===== src/rtl/enc8b10b_pkg.sv =====
// Shared constants and helpers for the multi-lane 8B/10B encoder.
package enc8b10b_pkg;

    localparam int unsigned SYM_W = 10;

    localparam logic RD_NEG = 1'b0;
    localparam logic RD_POS = 1'b1;

    localparam logic [4:0] K28 = 5'd28;
    localparam logic [4:0] K23 = 5'd23;
    localparam logic [4:0] K27 = 5'd27;
    localparam logic [4:0] K29 = 5'd29;
    localparam logic [4:0] K30 = 5'd30;
    localparam logic [2:0] Y7  = 3'd7;

    // Legal control characters: K28.0-K28.7 plus K23/27/29/30.7
    function automatic logic is_legal_k(input logic [7:0] b);
        return (b[4:0] == K28) ||
               ((b[7:5] == Y7) && ((b[4:0] == K23) || (b[4:0] == K27) ||
                                   (b[4:0] == K29) || (b[4:0] == K30)));
    endfunction

    // Data x values that need the alternate Dx.A7 to avoid a run of five
    function automatic logic use_alt7(input logic [4:0] x, input logic rd);
        if (rd == RD_NEG)
            return (x == 5'd17) || (x == 5'd18) || (x == 5'd20);
        else
            return (x == 5'd11) || (x == 5'd13) || (x == 5'd14);
    endfunction

endpackage


===== src/rtl/enc8b10b_lane.sv =====
// Combinational single-lane 8B/10B encoder: 5b/6b then 3b/4b with RD threading.
module enc8b10b_lane
    import enc8b10b_pkg::*;
(
    input  logic [7:0]       byte_i,
    input  logic             k_i,
    input  logic             rd_i,
    output logic [SYM_W-1:0] sym_o,
    output logic             rd_o,
    output logic             kerr_o
);

    // RD- column of the 5b/6b table, written abcdei (a = MSB)
    function automatic logic [5:0] tbl6(input logic [4:0] x);
        case (x)
            5'd0:  return 6'b100111;  5'd1:  return 6'b011101;
            5'd2:  return 6'b101101;  5'd3:  return 6'b110001;
            5'd4:  return 6'b110101;  5'd5:  return 6'b101001;
            5'd6:  return 6'b011001;  5'd7:  return 6'b111000;
            5'd8:  return 6'b111001;  5'd9:  return 6'b100101;
            5'd10: return 6'b010101;  5'd11: return 6'b110100;
            5'd12: return 6'b001101;  5'd13: return 6'b101100;
            5'd14: return 6'b011100;  5'd15: return 6'b010111;
            5'd16: return 6'b011011;  5'd17: return 6'b100011;
            5'd18: return 6'b010011;  5'd19: return 6'b110010;
            5'd20: return 6'b001011;  5'd21: return 6'b101010;
            5'd22: return 6'b011010;  5'd23: return 6'b111010;
            5'd24: return 6'b110011;  5'd25: return 6'b100110;
            5'd26: return 6'b010110;  5'd27: return 6'b110110;
            5'd28: return 6'b001110;  5'd29: return 6'b101110;
            5'd30: return 6'b011110;  default: return 6'b101011;
        endcase
    endfunction

    // RD- column of the 3b/4b table, written fghj (f = MSB)
    function automatic logic [3:0] tbl4(input logic [2:0] y, input logic alt);
        case (y)
            3'd0: return 4'b1011;  3'd1: return 4'b1001;
            3'd2: return 4'b0101;  3'd3: return 4'b1100;
            3'd4: return 4'b1101;  3'd5: return 4'b1010;
            3'd6: return 4'b0110;  default: return alt ? 4'b0111 : 4'b1110;
        endcase
    endfunction

    logic [4:0] x;
    logic [2:0] y;
    logic       k_ok, k28, unb6, unb4, rd6, alt7;
    logic [5:0] c6, code6;
    logic [3:0] c4, code4;
    logic [9:0] code10;

    assign x = byte_i[4:0];
    assign y = byte_i[7:5];

    always_comb begin
        k_ok   = k_i && is_legal_k(byte_i);
        kerr_o = k_i && !k_ok;
        k28    = k_ok && (x == K28);

        c6    = k28 ? 6'b001111 : tbl6(x);
        unb6  = ($countones(c6) != 3);
        code6 = ((rd_i == RD_POS) && (unb6 || (x == 5'd7))) ? ~c6 : c6;
        rd6   = rd_i ^ unb6;

        alt7  = (y == Y7) && (k_ok || use_alt7(x, rd6));
        c4    = tbl4(y, alt7);
        unb4  = ($countones(c4) != 2);
        code4 = ((rd6 == RD_POS) && (unb4 || (y == 3'd3))) ? ~c4 : c4;
        // Balanced K28 tails are inverted when the 6b code left RD negative
        if (k28 && (rd6 == RD_NEG) &&
            ((y == 3'd1) || (y == 3'd2) || (y == 3'd5) || (y == 3'd6)))
            code4 = ~code4;
        rd_o = rd6 ^ unb4;

        code10 = {code6, code4};
        sym_o  = '0;
        for (int unsigned b = 0; b < SYM_W; b++)
            sym_o[b] = code10[SYM_W-1-b];
    end

endmodule


===== src/rtl/encoder_8b10b_nlane.sv =====
// Registered LANES-wide 8B/10B encoder with lane-to-lane RD chaining and valid/ready.
module encoder_8b10b_nlane
    import enc8b10b_pkg::*;
#(
    parameter int unsigned LANES = 4
)
(
    input  logic                  i_clk,
    input  logic                  i_rst,
    input  logic [8*LANES-1:0]    i_data,
    input  logic [LANES-1:0]      i_datak,
    input  logic                  i_valid,
    output logic                  o_ready,
    input  logic                  i_rd_load,
    input  logic                  i_rd_val,
    output logic [10*LANES-1:0]   o_data,
    output logic [LANES-1:0]      o_kerr,
    output logic                  o_valid,
    input  logic                  i_ready,
    output logic                  o_run_disp
);

    logic [SYM_W*LANES-1:0] data_d, data_q, enc_data;
    logic [LANES-1:0]       kerr_d, kerr_q, enc_kerr;
    logic                   valid_d, valid_q, rd_d, rd_q;
    logic [LANES:0]         rd_chain;
    logic                   accept;

    assign o_ready     = !valid_q || i_ready;
    assign accept      = i_valid && o_ready;
    assign rd_chain[0] = i_rd_load ? i_rd_val : rd_q;

    for (genvar g = 0; g < LANES; g++) begin : g_lane
        enc8b10b_lane u_lane (
            .byte_i (i_data[8*g +: 8]),
            .k_i    (i_datak[g]),
            .rd_i   (rd_chain[g]),
            .sym_o  (enc_data[SYM_W*g +: SYM_W]),
            .rd_o   (rd_chain[g+1]),
            .kerr_o (enc_kerr[g])
        );
    end

    // Without an accepted beat the stored RD only moves on an explicit load
    always_comb begin
        valid_d = valid_q;
        data_d  = data_q;
        kerr_d  = kerr_q;
        rd_d    = rd_chain[0];
        if (accept) begin
            valid_d = 1'b1;
            data_d  = enc_data;
            kerr_d  = enc_kerr;
            rd_d    = rd_chain[LANES];
        end else if (i_ready) begin
            valid_d = 1'b0;
        end
    end

    always_ff @(posedge i_clk or posedge i_rst) begin
        if (i_rst) begin
            valid_q <= 1'b0;
            data_q  <= '0;
            kerr_q  <= '0;
            rd_q    <= RD_NEG;
        end else begin
            valid_q <= valid_d;
            data_q  <= data_d;
            kerr_q  <= kerr_d;
            rd_q    <= rd_d;
        end
    end

    assign o_valid    = valid_q;
    assign o_data     = data_q;
    assign o_kerr     = kerr_q;
    assign o_run_disp = rd_q;

endmodule

===== config.mk =====
export PLATFORM = sky130hd
export DESIGN_NAME = encoder_8b10b_nlane
export DESIGN_NICKNAME = d
export VERILOG_FILES = /design/src/rtl/enc8b10b_pkg.sv /design/src/rtl/enc8b10b_lane.sv /design/src/rtl/encoder_8b10b_nlane.sv
export SDC_FILE = /design/constraint.sdc
export NUM_CORES = 1
export LEC_CHECK = 0
export BUFFER_PORTS_ARGS = -buffer_cell sky130_fd_sc_hd__clkbuf_2
export CORE_MARGIN = 3
export CORE_UTILIZATION = 40
export CTS_CLUSTER_DIAMETER = 30
export DETAILED_ROUTE_END_ITERATION = 10
export SLEW_MARGIN = 25
export SYNTH_ARGS = -nofsm -noshare
export SYNTH_HDL_FRONTEND = slang
export SYNTH_SLANG_ARGS = --single-unit

===== constraint.sdc =====
create_clock -name i_clk -period 16.6 [get_ports i_clk]
set_clock_uncertainty 0.05 [all_clocks]
set_input_delay 4.15 -clock i_clk [delete_from_list [all_inputs] [get_ports i_clk]]
set_output_delay 4.15 -clock i_clk [all_outputs]
set_load 0.03 [all_outputs]

# Yosys cells after proc, flatten, opt, wreduce, memory -nomap -nowiden
# Memories as Yosys holds them, arrays and structs flattened.
# Cells that the tools add are included.
[totals]
ff_bits = 46
latchBits = 0
ram_bits = 0
mem_bits_ro = 768
output_inout_bits = 47
wordCells = 284
memories = 4
[mem_list]
columns = ["memory", "depth", "word_bits", "read_ports", "rd_clocked_by_memory_dff", "write_ports", "line_no", "rtl"]
rows = [
  ["(no name shown)", 32, 6, 1, 0, 0, "enc8b10b_lane.sv:15", "case (x)"],
  ["(no name shown)", 32, 6, 1, 0, 0, "enc8b10b_lane.sv:15", ""],
  ["(no name shown)", 32, 6, 1, 0, 0, "enc8b10b_lane.sv:15", ""],
  ["(no name shown)", 32, 6, 1, 0, 0, "enc8b10b_lane.sv:15", ""],
]
[op_classes]
addsub = 32
mul = 0
div_mod_pow = 0
n_lt_le_gt_ge = 0
eq_ne = 84
shift = 0
mux = 32
bitwise_logic = 24
n_reduce_logical = 104
[ops]
columns = ["op", "count"]
rows = [
  ["32-bit adder", 12],
  ["32-bit by 3-bit != test with 1-bit output, second input constant", 8],
  ["5-bit equality test, second input constant", 32],
  ["4-bit case mux with 7 select lines", 4],
  ["5-bit by 4-bit equality test with 1-bit output, second input constant", 12],
  ["1-bit logical OR", 57],
  ["3-bit equality test, second input constant", 16],
  ["4-bit two-way mux", 12],
  ["6-bit two-way mux", 8],
  ["1-bit by 1-bit adder with 2-bit output", 20],
  ["1-bit logical AND", 37],
  ["4-bit NOT", 8],
  ["3-bit by 2-bit equality test with 1-bit output, second input constant", 8],
  ["6-bit NOT", 4],
  ["5-bit by 3-bit equality test with 1-bit output, second input constant", 4],
  ["3-bit by 1-bit equality test with 1-bit output, second input constant", 4],
  ["3-bit zero test", 4],
  ["1-bit two-way mux", 8],
  ["1-bit bitwise XOR", 8],
  ["1-bit zero test", 5],
  ["1-bit NOT", 4],
  ["2-bit nonzero test", 1],
]

# Longest topological paths before layout
# Gate-level depths: netlist of run 1.
[depth]
word_depth = 57
mapped_depth = 51
ltp_nobuf = 51

# By module
# A second synthesis of run 1 with hierarchy kept.
[unflattened]
cells_unflattened = 576
area_unflattened_um2 = 5569.1
[modules_own_cells]
columns = ["mod", "instances", "cells_per_inst", "area_per_inst_um2", "seq_area_each_um2"]
rows = [
  ["encoder_8b10b_nlane", 1, 100, 1899.3, 1151.1],
  ["enc8b10b_lane at g_lane[2].u_lane", 1, 122, 962.2, 0.0],
  ["enc8b10b_lane at g_lane[1].u_lane", 1, 120, 924.6, 0.0],
  ["enc8b10b_lane at g_lane[0].u_lane", 1, 112, 899.6, 0.0],
  ["enc8b10b_lane at g_lane[3].u_lane", 1, 122, 883.3, 0.0],
]

# Worst setup path after synthesis of run 1
# OpenSTA, ideal clock, no wires.
[synth_timing]
path_kind = "input-to-reg"
start = "input port i_data[3]"
end = "register rd_q, in the netlist o_run_disp"
arrival_ns = 14.762
required_time_ns = 16.473
path_slack_ns = 1.711
stages = 49
n_path_buf = 2
path_cell_list = "clkbuf_1 > buf_1 > mux2i_1 > nor3_1 > a31oi_1 > o21ai_0 > ha_1 > fa_1 > ha_1 > and4bb_4 > xnor2_2 > nor3b_1 > a41oi_1 > a21boi_0 > o21ai_0 > ha_1 > xor2_1 > a21oi_1 > [... 13 more ...] > a21boi_0 > ha_1 > ha_1 > fa_1 > nor3b_1 > xnor2_1 > xnor2_1 > xnor2_2 > mux2_4 > o21ai_2 > or2b_1 > ha_1 > xor2_1 > a21oi_1 > xor2_1 > xnor2_1 > nor2_1 > a21oi_1"
[synth_via]
elab_chain_len = 54
word_cells_on_any_way = 75
cone_classes = "add/sub: 17; eq/ne: 16; mux: 14; bitwise: 8; reduce/logical: 19; memory: 1"
[synth_rtl]
columns = ["item", "line_no", "rtl"]
rows = [
  ["start, declared", "encoder_8b10b_nlane.sv:10", "input logic [8*LANES-1:0] i_data,"],
  ["5-bit equality test", "enc8b10b_pkg.sv:19", "((b[7:5] == Y7) && ((b[4:0] == K23) || (b[4:0] == K27) ||"],
  ["1-bit logical OR (2 in a row)", "enc8b10b_pkg.sv:19", ""],
  ["1-bit logical OR", "enc8b10b_pkg.sv:20", "(b[4:0] == K29) || (b[4:0] == K30)));"],
  ["1-bit logical AND", "enc8b10b_pkg.sv:19", ""],
  ["1-bit logical OR", "enc8b10b_pkg.sv:18", "return (b[4:0] == K28) ||"],
  ["1-bit logical AND", "enc8b10b_lane.sv:56", "k_ok = k_i && is_legal_k(byte_i);"],
  ["1-bit logical AND", "enc8b10b_lane.sv:58", "k28 = k_ok && (x == K28);"],
  ["6-bit two-way mux", "enc8b10b_lane.sv:60", "c6 = k28 ? 6'b001111 : tbl6(x);"],
  ["[... 38 more ...]", "-", ""],
  ["4-bit two-way mux", "enc8b10b_lane.sv:41", "3'd6: return 4'b0110; default: return alt ? 4'b0111 : 4'b1110;"],
  ["4-bit case mux with 7 select lines", "enc8b10b_lane.sv:37", "case (y)"],
  ["1-bit by 1-bit adder with 2-bit output (implied by the code)", "enc8b10b_lane.sv:67", "unb4 = ($countones(c4) != 2);"],
  ["32-bit adder (implied by the code)", "enc8b10b_lane.sv:67", ""],
  ["32-bit by 3-bit != test with 1-bit output", "enc8b10b_lane.sv:67", ""],
  ["1-bit bitwise XOR (*)", "enc8b10b_lane.sv:73", "rd_o = rd6 ^ unb4;"],
  ["1-bit two-way mux (*)", "encoder_8b10b_nlane.sv:50", "if (accept) begin"],
  ["net rd_d", "encoder_8b10b_nlane.sv:25", "logic valid_d, valid_q, rd_d, rd_q;"],
  ["end signal, assigned", "encoder_8b10b_nlane.sv:70", "rd_q <= rd_d;"],
  ["end, declared", "encoder_8b10b_nlane.sv:25", ""],
]
# The timed path passes the listed nets; every way through them passes the cells marked *.
# A chain may end at the register's enable or synchronous reset.

# Final worst setup path of run 1
[layout_timing]
start = "input port i_data[0]"
end = "register rd_q, in the netlist o_run_disp"
# The elaborated chain is that of the path after synthesis.

==> flow_results.xml, run 1 <==
<?xml version="1.0" encoding="UTF-8"?>
<metrics>
  <group name="synthesis">
    <metric name="synth_nets" unit="">771</metric>
    <metric name="ys_types" unit="">67</metric>
    <metric name="synth-async-reset-ratio" unit="%">100</metric>
    <metric name="post_synth_main_area_contributors" unit="">sky130_fd_sc_hd__dfrtp_1 22%, sky130_fd_sc_hd__ha_1 15%, sky130_fd_sc_hd__o21ai_0 7.1%, sky130_fd_sc_hd__nand2_1 6.4%, sky130_fd_sc_hd__xnor2_1 5.7%</metric>
    <metric name="synth_seq_area_share" unit="%">21.9</metric>
    <metric name="number_of_enable_type_register_cells_in_the_synthesized_netlist" unit="">0</metric>
    <metric name="synth_cells" unit="">658</metric>
    <metric name="post-synth-top-area-fraction" unit="%">21.9</metric>
    <metric name="ys_top_cells_by_count" unit="">90 x sky130_fd_sc_hd__nand2_1, 74 x sky130_fd_sc_hd__o21ai_0, 61 x sky130_fd_sc_hd__ha_1</metric>
    <metric name="synth.largest_area_cell" unit="">sky130_fd_sc_hd__dfrtp_1</metric>
    <metric name="yosys_warnings" unit="">0</metric>
    <metric name="synth_most_common_cell" unit="">sky130_fd_sc_hd__nand2_1</metric>
    <metric name="yosys_register_bits" unit="">46</metric>
    <metric name="syn_avg_cell_area" unit="µm²">7.98</metric>
    <metric name="mappedNetlistArea" unit="mm²">0.00525</metric>
    <metric name="yosys_most_used_dff" unit="">sky130_fd_sc_hd__dfrtp_1</metric>
  </group>
  <group name="pwr">
    <metric name="clockPowerShare" unit="%">11.7</metric>
    <metric name="p_per_area" unit="mW/mm²">166</metric>
    <metric name="internal_power" unit="mW">0.515</metric>
    <metric name="power.share.combinational" unit="%">69.0</metric>
    <metric name="finalPower" unit="mW">0.989</metric>
    <metric name="p_sw" unit="mW">0.474</metric>
    <metric name="total_leakage_power" unit="nW">2.73</metric>
    <metric name="sequentialPowerShare" unit="%">19.3</metric>
    <metric name="sw_frac_of_total" unit="%">47.9</metric>
    <metric name="ir_worst_vdd" unit="mV">0.104</metric>
  </group>
  <group name="sta">
    <metric name="fin_crit_sh" unit="%">93.3</metric>
    <metric name="setup_viol_count_final" unit="">0</metric>
    <metric name="fin_hold_ws" unit="ns">0.430</metric>
    <metric name="rsz0062_at_grt" unit="">no</metric>
    <metric name="slew-limit-headroom" unit="%">44.4</metric>
    <metric name="timing.final.hold_violations" unit="">0</metric>
    <metric name="timing.setup.tns" unit="ns">0</metric>
    <metric name="max_slew_violation_count" unit="">0</metric>
    <metric name="worst_pin_slew" unit="ns">0.833</metric>
    <metric name="timing.fmax" unit="MHz">64.6</metric>
    <metric name="finalWorstPathRequiredPeriod" unit="ns">15.49</metric>
    <metric name="final_worst_path_setup_slack" unit="ns">1.11</metric>
  </group>
  <group name="clocking">
    <metric name="cts_setup_buffers" unit="">0</metric>
    <metric name="numCtsBuffers" unit="">5</metric>
    <metric name="cts-root-buf" unit="">sky130_fd_sc_hd__clkbuf_16</metric>
    <metric name="worst_skew_pair.late_latency" unit="ns">0.29</metric>
    <metric name="clock_slew_at_the_register_clock_pins_of_the_worst_setup_and_hold_paths" unit="ns">0.06</metric>
    <metric name="tritoncts_clock_tree" unit="">yes</metric>
    <metric name="ctsHtreeMaxLevel" unit="">2</metric>
    <metric name="cts-root-to-sink-buffers" unit="">2</metric>
    <metric name="cts_num_sinks" unit="">46</metric>
  </group>
  <group name="global_routing">
    <metric name="number_of_antenna_violations_at_the_first_check_in_global_routing" unit="">0</metric>
    <metric name="grt_overflow" unit="">0</metric>
    <metric name="pin_count_of_the_biggest_net_entering_global_routing" unit="">48</metric>
    <metric name="grt_pass1_vias" unit="">4431</metric>
    <metric name="groute.usage.overall" unit="%">17.1</metric>
    <metric name="grt_first_pass_wirelength" unit="µm">20900</metric>
  </group>
  <group name="routing">
    <metric name="drcViolationCount" unit="">0</metric>
    <metric name="drt_pre_antenna_iters" unit="">5</metric>
    <metric name="via_count" unit="">4813</metric>
    <metric name="final_antenna_net_count" unit="">0</metric>
    <metric name="first_iter_violations" unit="">325</metric>
    <metric name="postRouteWirelength" unit="µm">12500</metric>
    <metric name="routed_via_density" unit="">5.40</metric>
    <metric name="average_routed_wire_per_standard_cell" unit="µm">14.1</metric>
  </group>
  <group name="worst_setup_path">
    <metric name="max_stage_delay" unit="ns">0.51</metric>
    <metric name="ff2ff_setup_slack" unit="ns">6.91</metric>
    <metric name="timing.critical_path.slowest_stage_cell" unit="">sky130_fd_sc_hd__xnor3_4</metric>
    <metric name="worstPathArrival" unit="ns">15.66</metric>
    <metric name="timing.critical_path.from_type" unit="">input port</metric>
    <metric name="cpMostUsedCell" unit="">sky130_fd_sc_hd__ha_1</metric>
    <metric name="critical_path_class" unit="">input port to flip-flop</metric>
    <metric name="cp_max_fanout" unit="">8</metric>
    <metric name="cp_data_required_time" unit="ns">16.77</metric>
    <metric name="end_kind" unit="">flip-flop</metric>
  </group>
  <group name="floorplan">
    <metric name="core-area" unit="mm²">0.0127</metric>
    <metric name="initial_utilization" unit="%">41.3</metric>
    <metric name="core.rowCount" unit="">41</metric>
    <metric name="die-width" unit="µm">121</metric>
    <metric name="fp.dieArea" unit="mm²">0.0145</metric>
    <metric name="fp.dieH" unit="µm">121</metric>
    <metric name="top_level_ports" unit="">89</metric>
  </group>
  <group name="worst_hold_path">
    <metric name="holdCritPathClass" unit="">flip-flop to flip-flop</metric>
  </group>
  <group name="placement">
    <metric name="dpl_worst_slack" unit="ns">0.519</metric>
    <metric name="place.gp.congestion" unit="">0.862</metric>
    <metric name="place.detailed.instances" unit="">884</metric>
    <metric name="placed_cell_area" unit="mm²">0.00578</metric>
    <metric name="io_buffers" unit="">88</metric>
    <metric name="dpl.hpwl" unit="µm">9810</metric>
  </group>
  <group name="finish">
    <metric name="final_layout_size_suffix_gt1_share" unit="%">16.9</metric>
    <metric name="fin_util" unit="%">46.9</metric>
    <metric name="antennaDiodeCount" unit="">0</metric>
    <metric name="finalNetCount" unit="">832</metric>
    <metric name="finish.instance_area" unit="mm²">0.00596</metric>
    <metric name="layoutNonFillerInstCount" unit="">892</metric>
    <metric name="synthToLayoutAreaGrowth" unit="%">13.6</metric>
  </group>
  <group name="job">
    <metric name="timing.max_cap.violations" unit="">0</metric>
  </group>
  <group name="run_status">
    <metric name="run_status" unit="">finished clean</metric>
  </group>
</metrics>
==> power by group through the flow <==
stage	clock, mW	sequential, mW	combinational, mW
detailed placement	0	0.193	0.685
global route	0.126	0.196	0.750
floorplan	0	0.287	0.442
finish	0.116	0.191	0.682
CTS	0.121	0.191	0.689
global placement	0	0.191	0.677
==> cells in the final DEF, fill, tap and decap left out, drive strengths merged, types with 14 or more instances in the layout <==
| cell type | count |
|---|---|
| nor2 | 50 |
| xnor2 | 37 |
| xor2 | 21 |
| nor3 | 16 |
| nand3 | 14 |
| inv | 29 |
| ha | 61 |
| dfrtp | 46 |
| nand2 | 90 |
| a21oi | 46 |
| o21ai | 78 |
| clkbuf | 94 |
==> worst max-delay path: cells and delay by family <==
kind | cells | cell delay (ns)
adders and majority gates | 12 | 3.86
AOI/OAI and AO/OA | 13 | 2.75
xor gates and xnor gates | 10 | 2.28
and+or+nand+nor | 9 | 1.63
muxes | 3 | 0.62
buffers and inverters | 3 | 0.36
==> registers in the layout, indices dropped and copies added, names as in the netlist <==
signal      cells
o_data         40
o_kerr          4
o_run_disp      1
o_valid         1
==> per-layer routing <==
| layer | GRT usage [%] | vias to the layer above | wire length, µm |
|---|---|---|---|
| met5 | 0 | - | 0 |
| met4 | 3.05 | 0 | 84 |
| met3 | 3.74 | 9 | 678 |
| met2 | 27.7 | 130 | 5860 |
| met1 | 23.7 | 2239 | 5930 |
| li1 | - | 2435 | - |
==> final timing paths <==
path                                  startpoint                endpoint  cells after the start
hold reg to reg            o_data[3]$_DFFE_PP0P_   o_data[3]$_DFFE_PP0P_                      2
setup / recovery                       i_data[0]    o_run_disp$_DFF_PP0_                     50
max in group asynchronous                  i_rst  o_data[34]$_DFFE_PP0P_                      2
min in group asynchronous                  i_rst  o_data[10]$_DFFE_PP0P_                      2
hold / removal             o_data[3]$_DFFE_PP0P_   o_data[3]$_DFFE_PP0P_                      2
setup reg to reg            o_run_disp$_DFF_PP0_    o_run_disp$_DFF_PP0_                     40
==> cell families after synthesis <==
kind of cell / Yosys count / synth area share (%)
and+or+nand+nor: 212 / 18.7
AOI/OAI and AO/OA: 188 / 22.1
adders and majority gates: 73 / 18.7
buffers and inverters: 66 / 4.72
xor gates and xnor gates: 59 / 10.8
DFF: 46 / 21.9
muxes: 14 / 2.98
==> area by class of cell <==
| cell class | instances | area, µm² |
|---|---|---|
| clock buffer | 6 | 129 |
| clock inverter | 2 | 37.5 |
| fill | 1328 | 6760 |
| inverter | 31 | 118 |
| multi-input combinational | 546 | 3870 |
| sequential | 46 | 1150 |
| tap | 172 | 215 |
| timing repair buffer | 89 | 448 |
==> timing repair <==
item / 4_1_cts / 5_1_grt
endpoints found under the setup margin: 0 / 1
hold buffers: 0 / 0
resized for setup: 0 / 2
hold endpoints to repair: 0 / 0
Note: power is estimated with default switching activity, not from simulation.
==> run 2: changes to the inputs <==
--- a/config.mk
+++ b/config.mk
@@ -7,9 +7,10 @@
 export LEC_CHECK = 0
 export BUFFER_PORTS_ARGS = -buffer_cell sky130_fd_sc_hd__clkbuf_2
 export CORE_MARGIN = 3
-export CORE_UTILIZATION = 40
+export CORE_UTILIZATION = 55
 export CTS_CLUSTER_DIAMETER = 30
 export DETAILED_ROUTE_END_ITERATION = 10
+export PLACE_DENSITY = 0.78
 export SLEW_MARGIN = 25
 export SYNTH_ARGS = -nofsm -noshare
 export SYNTH_HDL_FRONTEND = slang
==> run 2 against run 1 <==
Net effect:
- via count is essentially flat
- critical path type unchanged
- die area shrank 26%
- global-route usage grew 5.0 points
- critical path depth is the same
- setup slack lost 0.14 ns
- sequential cell count is the same
- largest cell class unchanged
- clock-buffer cell count shrank 1
- power shrank 5.0%
- wire length shrank 5.6%
- combinational power shrank 0.6%
==> flow_results.xml, run 2 (same netlist as run 1, synthesis figures left out) <==
<?xml version="1.0" encoding="UTF-8"?>
<metrics>
  <group name="clocking">
    <metric name="cts_num_sinks" unit="">46</metric>
    <metric name="clock_slew_at_the_register_clock_pins_of_the_worst_setup_and_hold_paths" unit="ns">0.10</metric>
    <metric name="cts_setup_buffers" unit="">0</metric>
    <metric name="cts_resized" unit="">0</metric>
    <metric name="numCtsBuffers" unit="">5</metric>
    <metric name="worst_skew_pair.late_latency" unit="ns">0.30</metric>
    <metric name="cts-root-buf" unit="">sky130_fd_sc_hd__clkbuf_8</metric>
    <metric name="ctsHtreeMaxLevel" unit="">2</metric>
    <metric name="cts_hold_buffers" unit="">0</metric>
    <metric name="tritoncts_clock_tree" unit="">yes</metric>
    <metric name="cts-root-to-sink-buffers" unit="">2</metric>
  </group>
  <group name="worst_setup_path">
    <metric name="end_kind" unit="">flip-flop</metric>
    <metric name="max_stage_delay" unit="ns">0.55</metric>
    <metric name="r2r_depth" unit="">40</metric>
    <metric name="cp_data_required_time" unit="ns">16.79</metric>
    <metric name="worstPathArrival" unit="ns">15.82</metric>
    <metric name="cpMostUsedCell" unit="">sky130_fd_sc_hd__ha_1</metric>
    <metric name="ff2ff_setup_slack" unit="ns">6.75</metric>
    <metric name="critical_path_class" unit="">input port to flip-flop</metric>
    <metric name="timing.critical_path.slowest_stage_cell" unit="">sky130_fd_sc_hd__xor2_1</metric>
    <metric name="cp_max_fanout" unit="">8</metric>
    <metric name="crit_start" unit="">i_data[0]</metric>
    <metric name="timing.critical_path.from_type" unit="">input port</metric>
    <metric name="launching_point_of_the_worst_reg2reg_path" unit="">o_run_disp$_DFF_PP0_</metric>
  </group>
  <group name="sta">
    <metric name="max_slew_violation_count" unit="">0</metric>
    <metric name="finalWorstPathRequiredPeriod" unit="ns">15.63</metric>
    <metric name="fin_crit_sh" unit="%">94.2</metric>
    <metric name="timing.fmax" unit="MHz">64.0</metric>
    <metric name="slew-limit-headroom" unit="%">46.0</metric>
    <metric name="worst_pin_slew" unit="ns">0.810</metric>
    <metric name="setup_viol_count_final" unit="">0</metric>
    <metric name="timing.final.hold_violations" unit="">0</metric>
    <metric name="timing.setup.tns" unit="ns">0</metric>
    <metric name="rsz0062_at_grt" unit="">no</metric>
  </group>
  <group name="floorplan">
    <metric name="die-width" unit="µm">104</metric>
    <metric name="fp.dieArea" unit="mm²">0.0108</metric>
    <metric name="core-area" unit="mm²">0.00924</metric>
    <metric name="top_level_ports" unit="">89</metric>
    <metric name="fp.dieH" unit="µm">104</metric>
    <metric name="core.rowCount" unit="">35</metric>
    <metric name="initial_utilization" unit="%">56.8</metric>
  </group>
  <group name="global_routing">
    <metric name="grt_pass1_vias" unit="">4574</metric>
    <metric name="grt_overflow" unit="">0</metric>
    <metric name="grt_first_pass_wirelength" unit="µm">20600</metric>
    <metric name="number_of_antenna_violations_at_the_first_check_in_global_routing" unit="">0</metric>
    <metric name="groute.usage.overall" unit="%">22.1</metric>
    <metric name="pin_count_of_the_biggest_net_entering_global_routing" unit="">69</metric>
  </group>
  <group name="pwr">
    <metric name="ir_worst_vdd" unit="mV">0.110</metric>
    <metric name="p_per_area" unit="mW/mm²">161</metric>
    <metric name="total_leakage_power" unit="nW">2.70</metric>
  </group>
  <group name="finish">
    <metric name="most-common-layout-cells" unit="">89 x sky130_fd_sc_hd__nand2_1, 88 x sky130_fd_sc_hd__clkbuf_2, 74 x sky130_fd_sc_hd__o21ai_0</metric>
    <metric name="layoutNonFillerInstCount" unit="">849</metric>
    <metric name="antennaDiodeCount" unit="">0</metric>
    <metric name="synthToLayoutAreaGrowth" unit="%">10.9</metric>
    <metric name="final_layout_size_suffix_gt1_share" unit="%">16.8</metric>
    <metric name="finalNetCount" unit="">832</metric>
    <metric name="largest_reg_flops" unit="">40</metric>
    <metric name="layout_commonest_cell" unit="">sky130_fd_sc_hd__nand2_1</metric>
    <metric name="n_fill_cell" unit="">778</metric>
  </group>
  <group name="placement">
    <metric name="io_buffers" unit="">88</metric>
    <metric name="place.gp.congestion" unit="">0.884</metric>
    <metric name="dpl.hpwl" unit="µm">9210</metric>
    <metric name="place.detailed.instances" unit="">841</metric>
  </group>
  <group name="routing">
    <metric name="first_iter_violations" unit="">171</metric>
    <metric name="final_antenna_net_count" unit="">0</metric>
    <metric name="drt_pre_antenna_iters" unit="">5</metric>
    <metric name="routed_via_density" unit="">5.67</metric>
    <metric name="average_routed_wire_per_standard_cell" unit="µm">14.0</metric>
    <metric name="drcViolationCount" unit="">0</metric>
    <metric name="postRouteWirelength" unit="µm">11800</metric>
    <metric name="via_count" unit="">4815</metric>
  </group>
  <group name="run_status">
    <metric name="run_status" unit="">finished clean</metric>
  </group>
  <group name="job">
    <metric name="timing.max_cap.violations" unit="">0</metric>
  </group>
  <group name="worst_hold_path">
    <metric name="hold_depth" unit="">2</metric>
    <metric name="holdCritStartpoint" unit="">o_data[37]$_DFFE_PP0P_</metric>
    <metric name="holdCritPathClass" unit="">flip-flop to flip-flop</metric>
  </group>
</metrics>
-- run 2: changes by cell type in the layout (fill, tap and decap cells not counted), sizes merged --
| cell | before | now |
|---|---|---|
| clkinv | 2 | 4 |
| bufinv | 1 | 0 |
| clkbuf | 94 | 93 |
-- run 2: final cells by class --
cell class / instances / area (µm²) / share of cell area, %
clock buffer: 5 / 68.8 / 1.18
clock inverter: 3 / 21.3 / 0.365
inverter: 31 / 118 / 2.02
multi-input combinational: 546 / 3850 / 66.2
sequential: 46 / 1150 / 19.8
tap: 129 / 161 / 2.77
timing repair buffer: 89 / 448 / 7.69
-- run 2: per-layer routing --
| layer | track usage, % | up-vias | routed length [µm] |
|---|---|---|---|
| met5 | 0 | - | 0 |
| met4 | 3.61 | 0 | 111 |
| met3 | 3.18 | 12 | 631 |
| met2 | 37.5 | 156 | 5590 |
| met1 | 30.5 | 2218 | 5510 |
| li1 | - | 2429 | - |
-- run 2: final timing paths --
kind | to
max in group asynchronous | o_data[32]$_DFFE_PP0P_
worst min register to register | o_data[37]$_DFFE_PP0P_
worst max register to register | o_run_disp$_DFF_PP0_
worst max-delay path | o_run_disp$_DFF_PP0_
min in group asynchronous | o_data[7]$_DFFE_PP0P_
worst min-delay path | o_data[37]$_DFFE_PP0P_
-- run 2: per-stage QoR --
stage | hold slack [ns] | area, µm² | util, % | total power [mW] | setup WS [ns]
after floorplan | 0.603 | 5250 | - | 0.729 | 1.71
after global placement | 0.412 | 5730 | 62.0 | 0.854 | 1.07
after detailed placement | 0.420 | 5730 | 62.0 | 0.872 | 0.637
after CTS | 0.441 | 5820 | 63.0 | 0.947 | 0.956
after global routing | 0.460 | 5820 | 63.0 | 1.02 | 0.0794
final | 0.434 | 5820 | 63.0 | 0.939 | 0.970
-- run 2: power by group --
part / switching [mW] / total (mW) / internal (mW)
clock: 0.0425 / 0.0722 / 0.0297
sequential: 0.0263 / 0.189 / 0.163
combinational: 0.399 / 0.678 / 0.279
-- run 2: worst max-delay path, delay by kind of cell --
kind	cells	cell delay [ns]
XOR/XNOR	10	2.66
AO/OA/AOI/OAI	13	2.39
buffers and inverters	3	0.36
multiplexers	3	0.68
adder cells (fa/ha/maj)	12	3.83
AND/OR/NAND/NOR	9	1.74
